--- src/rtl/pipe_fft_pkg.sv ---
// rtl/pipe_fft_pkg.sv - shared types and helpers for the pipelined-FFT delay line
// Purpose: state encoding for the delay-line controller and a constant
//          ceil(log2) helper used to size pointers and length fields.
// Ports:   none (package).
package pipe_fft_pkg;

  typedef enum logic [1:0] {
    FILL = 2'd0,  // line not yet primed, output masked
    RUN  = 2'd1,  // steady state, output valid
    BYP  = 2'd2   // zero-length line, register-only path
  } dly_state_t;

  // ceil(log2(n)), never less than 1 so a one-entry field still has a bit.
  function automatic int clog2(input int n);
    int r;
    r = 1;
    for (int i = 1; i < 31; i++) begin
      if ((1 << i) < n) r = i + 1;
    end
    return r;
  endfunction

endpackage

--- src/rtl/pipe_fft_dly_ram.sv ---
// rtl/pipe_fft_dly_ram.sv - simple dual-port storage with registered read
// Purpose: DEPTH x W memory, single clock, synchronous write, registered
//          read-first behaviour on a same-address collision, contents not reset.
// Ports:   clk      - rising-edge clock
//          re_i     - read enable (updates rdata_o)
//          raddr_i  - read address
//          we_i     - write enable
//          waddr_i  - write address
//          wdata_i  - write data
//          rdata_o  - registered read data (holds when re_i=0)
module pipe_fft_dly_ram #(
  parameter int W     = 68,
  parameter int DEPTH = 16,
  parameter int AW    = 4
) (
  input  logic          clk,
  input  logic          re_i,
  input  logic [AW-1:0] raddr_i,
  input  logic          we_i,
  input  logic [AW-1:0] waddr_i,
  input  logic [W-1:0]  wdata_i,
  output logic [W-1:0]  rdata_o
);

  logic [W-1:0] mem_q [DEPTH];
  logic [W-1:0] rdata_q;

  // Non-blocking read and write in the same block give read-first:
  // a collision returns the old word.
  always_ff @(posedge clk) begin
    if (re_i) rdata_q <= mem_q[raddr_i];
    if (we_i) mem_q[waddr_i] <= wdata_i;
  end

  assign rdata_o = rdata_q;

endmodule

--- src/rtl/pipe_fft_dly_line.sv ---
// rtl/pipe_fft_dly_line.sv - run-time programmable delay line for FFT butterfly stages
// Purpose: delays a W-bit word by LEN enabled cycles (LEN 0..DEPTH, loadable),
//          masks output until primed, flags out-of-range lengths.
// Ports:   clk     - rising-edge clock
//          nGrst   - asynchronous reset, active low
//          en      - advance the line / data-valid strobe
//          din     - input word, captured on en
//          len_ld  - load delay length from len_in
//          len_in  - requested delay length
//          flush   - restart fill, keep length
//          dout    - delayed word
//          primed  - line has seen LEN en-cycles since load/flush/reset
//          cfg_err - sticky out-of-range length flag, cleared by a legal load
module pipe_fft_dly_line
  import pipe_fft_pkg::*;
#(
  parameter int W       = 68,
  parameter int DEPTH   = 16,
  parameter int DEF_LEN = 16
) (
  input  logic                        clk,
  input  logic                        nGrst,
  input  logic                        en,
  input  logic [W-1:0]                din,
  input  logic                        len_ld,
  input  logic [clog2(DEPTH+1)-1:0]   len_in,
  input  logic                        flush,
  output logic [W-1:0]                dout,
  output logic                        primed,
  output logic                        cfg_err
);

  localparam int LW = clog2(DEPTH + 1);
  localparam int PW = clog2(DEPTH);
  localparam logic [LW-1:0] DEPTH_L = LW'(DEPTH);
  localparam logic [LW-1:0] DEF_L   = LW'(DEF_LEN);
  localparam dly_state_t    RST_ST  = (DEF_LEN == 0) ? BYP : FILL;

  dly_state_t    state_q, state_d;
  logic [LW-1:0] len_q, len_d;
  logic          err_q, err_d;
  logic [PW-1:0] ptr_q, ptr_d;
  logic [LW-1:0] fill_q, fill_d;
  logic          vld_q, vld_d;
  logic [W-1:0]  byp_q, byp_d;
  logic          adv;
  logic [LW-1:0] len_clamp;
  logic          ptr_last;
  logic [W-1:0]  rdata;

  assign len_clamp = (len_in > DEPTH_L) ? DEPTH_L : len_in;
  assign ptr_last  = (LW'(ptr_q) == (len_q - LW'(1)));

  always_comb begin
    state_d = state_q;
    len_d   = len_q;
    err_d   = err_q;
    ptr_d   = ptr_q;
    fill_d  = fill_q;
    vld_d   = vld_q;
    byp_d   = byp_q;
    adv     = 1'b0;

    if (len_ld) begin
      len_d   = len_clamp;
      err_d   = (len_in > DEPTH_L);
      ptr_d   = '0;
      fill_d  = '0;
      vld_d   = 1'b0;
      byp_d   = '0;
      state_d = (len_clamp == '0) ? BYP : FILL;
    end else if (flush) begin
      ptr_d   = '0;
      fill_d  = '0;
      vld_d   = 1'b0;
      byp_d   = '0;
      state_d = (len_q == '0) ? BYP : FILL;
    end else if (en) begin
      case (state_q)
        BYP: byp_d = din;
        FILL: begin
          adv    = 1'b1;
          fill_d = fill_q + LW'(1);
          if (fill_q == (len_q - LW'(1))) state_d = RUN;
        end
        RUN: begin
          adv   = 1'b1;
          // The read on this edge hits a word written len_q edges ago,
          // so from here on the RAM output is genuine data.
          vld_d = 1'b1;
        end
        default: state_d = RST_ST;
      endcase
    end

    if (adv) ptr_d = ptr_last ? '0 : ptr_q + PW'(1);
  end

  always_ff @(posedge clk or negedge nGrst) begin
    if (!nGrst) begin
      state_q <= RST_ST;
      len_q   <= DEF_L;
      err_q   <= 1'b0;
      ptr_q   <= '0;
      fill_q  <= '0;
      vld_q   <= 1'b0;
      byp_q   <= '0;
    end else begin
      state_q <= state_d;
      len_q   <= len_d;
      err_q   <= err_d;
      ptr_q   <= ptr_d;
      fill_q  <= fill_d;
      vld_q   <= vld_d;
      byp_q   <= byp_d;
    end
  end

  // Gating with nGrst keeps a write from landing while reset is held.
  pipe_fft_dly_ram #(
    .W    (W),
    .DEPTH(DEPTH),
    .AW   (PW)
  ) u_ram (
    .clk    (clk),
    .re_i   (adv & nGrst),
    .raddr_i(ptr_q),
    .we_i   (adv & nGrst),
    .waddr_i(ptr_q),
    .wdata_i(din),
    .rdata_o(rdata)
  );

  // RAM read data is masked until a RUN-state read has landed, which also
  // hides the stale word fetched on the edge that enters RUN.
  assign dout    = (state_q == BYP) ? byp_q : (vld_q ? rdata : '0);
  assign primed  = (state_q != FILL);
  assign cfg_err = err_q;

endmodule

--- config.mk ---
export PLATFORM = sky130hd
export DESIGN_NAME = pipe_fft_dly_line
export DESIGN_NICKNAME = d
export VERILOG_FILES = /design/src/rtl/pipe_fft_pkg.sv /design/src/rtl/pipe_fft_dly_ram.sv /design/src/rtl/pipe_fft_dly_line.sv
export SDC_FILE = /design/constraint.sdc
export NUM_CORES = 1
export LEC_CHECK = 0
export ABC_AREA = 1
export ABC_CLOCK_PERIOD_IN_PS = 13700
export BUFFER_PORTS_ARGS = -buffer_cell sky130_fd_sc_hd__buf_2
export CAP_MARGIN = 0
export CELL_PAD_IN_SITES_DETAIL_PLACEMENT = 1
export CELL_PAD_IN_SITES_GLOBAL_PLACEMENT = 2
export CORE_ASPECT_RATIO = 1.1
export CORE_MARGIN = 10
export CORE_UTILIZATION = 30
export CTS_CLUSTER_DIAMETER = 50
export DETAILED_ROUTE_END_ITERATION = 8
export PLACE_DENSITY = 0.66
export SYNTH_ARGS = -nofsm -noshare
export SYNTH_HDL_FRONTEND = slang
export SYNTH_SLANG_ARGS = --single-unit
--- constraint.sdc ---
create_clock -name clk -period 13.7 [get_ports clk]
set_clock_uncertainty 0.1 [all_clocks]
set_input_delay 2.74 -clock clk [delete_from_list [all_inputs] [get_ports clk]]
set_output_delay 2.74 -clock clk [all_outputs]
set_load 0.01 [all_outputs]
==> impl_results.md <==
- Register area share after synthesis: 76.1%
- Placed Area: 51,200 um^2
- Cts hold-fix bufs: 0
- RSZ-0062 raised after global routing: no
- Via density: roughly 5.1
- Post-synth EDFFs: between 1,000 and 1,500
- H-tree levels: 4
- Synth Flop Type: edfxtp_1
- Clk buf depth: 3
- Top Layer Used: met4
- Max cap viols: 0
- Number of antenna violations at the first check in global routing: 16
- Tcrit/Tclk final: between 40% and 50%
- Cell variety after synth: 29
- Overall routing resource usage: between 10% and 20%
- Critical path arrival: about 6400 ps
- Syn nets: ~3,800
- Avg Cell Area, Syn: around 13 um^2
- Met3 WL: roughly 6200 um
- Slew HR: 22.3%
- Final Setup Violations: 0
- Nets: between 3,000 and 4,000
- Placed cells: 5,753
- Wire per inst: between 20 and 25 um
- Fmax: around 0.16 GHz
- Vias: approximately 31,000
- Required @ worst endpoint: between 10,000 and 15,000 ps
- Final Routed Wirelength: 148,000 um
- Post-CTS Setup Repair Bufs: 0
- GP Congestion: just over 0.7
- Core region area: 160,000 um^2
- Clock Tree Root: clkbuf_16
- Worst-skew pair later-pin latency: 780 ps
- Status: complete, no violations
- Synthesis Warnings: 0
- Die H: approximately 440 um
- Port bufs: ~150
- Kind of critical path: input port to register
- Clk pin slew, worst setup/hold paths: approximately 50 ps
- Fraction of layout cells with a size suffix above 1: 11.5%
- CTS tree: built
- Setup ws final: between 7000 and 8000 ps
- Area delta synth->final: 16.0%
- Setup TNS Final: 0 ps
- Ys async rst share: 6.92%
- Worst-margin pin slew: 1170 ps
- Leakage Power: approximately 19 nW
- PD cells: 153 nW/um^2
- WL met1: 69,300 um
- Num CTS Buffers: between 150 and 200
- Largest net degree at the start of global routing: between 150 and 200
- Site Rows: ~150
- Synthesized flop and latch total: between 1,000 and 1,500
- DRT antenna net count: 0
- Post-DP HPWL: ~82,000 um
- Post-route insts no fill: around 6,000
- Final hold viol count: 0
- VDD IR max: ~0.090 mV
- Pre-antenna DRT Iters: 7
- Die area: 178,000 um^2
- Fill count: about 17,000
- Hold WC Path Type: register to register
- Cell area after synthesis: slightly below 50,000 um^2
- First-pass GRT wire length: about 220,000 um
- Post-Synthesis Cells: 3,701
- CP Capture Type: register
- Final instance area: 56,200 um^2
- Max Slew Vio Count: 0
- Critical Path Start Type: input port
- Min Tclk post-route: slightly above 6000 ps
- IO Pins: ~150
- Post-CTS Resized: 0
- Tot Pwr: about 0.0086 W
- Setup WS pre-CTS: 6700 ps
- Number of global-route vias before repair: 31,700
- Crit Path Max Fanout: between 40 and 50
- Met2 routed WL: roughly 70,000 um
- Sink Count: between 1,000 and 1,500
- Die width: between 400 and 500 um
- Global route total overflow: 0
- DRC: 0
- Starting Density: around 30%
- First-iteration detailed-routing DRC count: around 2,100
## cell type report
class | count | area [um^2] | area share, %
Timing Repair Buffer | 195 | 1150 | 2.05
Clock buffer | 185 | 4100 | 7.29
Inverter | 170 | 669 | 1.19
Tap cell | 2106 | 2640 | 4.69
Clock inverter | 97 | 875 | 1.56
Sequential cell | 1242 | 36900 | 65.6
Multi-Input combinational cell | 2040 | 9880 | 17.6
Antenna cell | 6 | 15.0 | 0.0267
## critical path, stage by stage
cell     delay (ps)
buf_2           150
nor2_4          270
inv_2           120
a21oi_2         290
and2_4          640
nand2_1         410
nor2_4          900
buf_4           820
## routing by layer
layer,vias to the layer above,track usage [%]
li1,13800,-
met1,15900,22.5
met2,674,26.8
met3,197,2.59
met4,0,4.24
met5,-,0
## metrics by stage
step / hold WS [ps] / utilization [%]
floorplan: 367 / -
global placement: 357 / 31.9
detailed placement: 391 / 31.9
CTS: 402 / 35.0
global route: 425 / 35.0
finish: 390 / 35.1
## kinds of logic (layout without fill, tap and decap cells)
group                      after synthesis  in the layout  synth area share, %
AOI/OAI and AO/OA                      970            970                 10.9
xor gates and xnor gates                 4              4               0.0723
adders and majority gates                9              9                0.232
buffers and inverters                  419            647                 3.85
DFF                                   1242           1242                 76.1
other                                    0              6                    0
and+or+nand+nor                       1057           1057                 8.81
## registers in the layout, summed over array words and instances, names as in the netlist
signal,flops
fill_q,5
len_q,5
u_ram.mem_q,1088
state_q,2
byp_q,68
vld_q,1
u_ram.rdata_o,68
cfg_err,1
ptr_q,4
## power breakdown
| group | total, W | switching [W] | internal (W) |
|---|---|---|---|
| registers | 0.00418 | 0.0000145 | 0.00417 |
| clock network | 0.00397 | 0.00164 | 0.00234 |
| logic | 0.000419 | 0.000319 | 0.000100 |
| total | 0.00858 | 0.00197 | 0.00661 |
## cell usage after synthesis, types with 3 or more instances
cell type | instances | area [um^2]
edfxtp_1 | 1156 | 34700
o21ai_0 | 617 | 3090
nor2_1 | 571 | 2140
o22ai_1 | 344 | 2150
nand2_1 | 326 | 1220
inv_1 | 166 | 623
clkbuf_1 | 124 | 465
dfrtp_1 | 85 | 2130
nand3_1 | 83 | 415
nand4_1 | 73 | 457
buf_2 | 70 | 350
buf_1 | 17 | 63.8
buf_4 | 17 | 128
buf_6 | 17 | 191
ha_1 | 9 | 113
a21oi_1 | 5 | 25.0
clkbuf_2 | 4 | 20.0
xor2_1 | 4 | 35.0
inv_2 | 3 | 11.3
## path summary, 6_finish.rpt
path	cells past startpoint	end	startpoint	slack, ps
max	8	u_ram.mem_q[4][48]	len_ld	7540
min	1	cfg_err	cfg_err	390
max reg2reg	6	u_ram.mem_q[5][47]	ptr_q[0]	8630
min reg2reg	1	cfg_err	cfg_err	390
max in group asynchronous	2	byp_q[23]	nGrst	10430
min in group asynchronous	1	cfg_err	nGrst	1820
## cell usage in the layout (no fill, tap or decap), types with 15 or more instances in the layout
master,n
edfxtp_1,1156
o21ai_0,617
nor2_1,553
o22ai_1,344
nand2_1,325
inv_1,165
clkbuf_16,160
buf_2,146
nand3_1,82
dfrtp_1,82
nand4_1,73
buf_4,44
clkinv_1,32
clkbuf_1,25
nor2_4,20
clkinv_2,15
No activity file was read; power rests on OpenSTA's default activity.
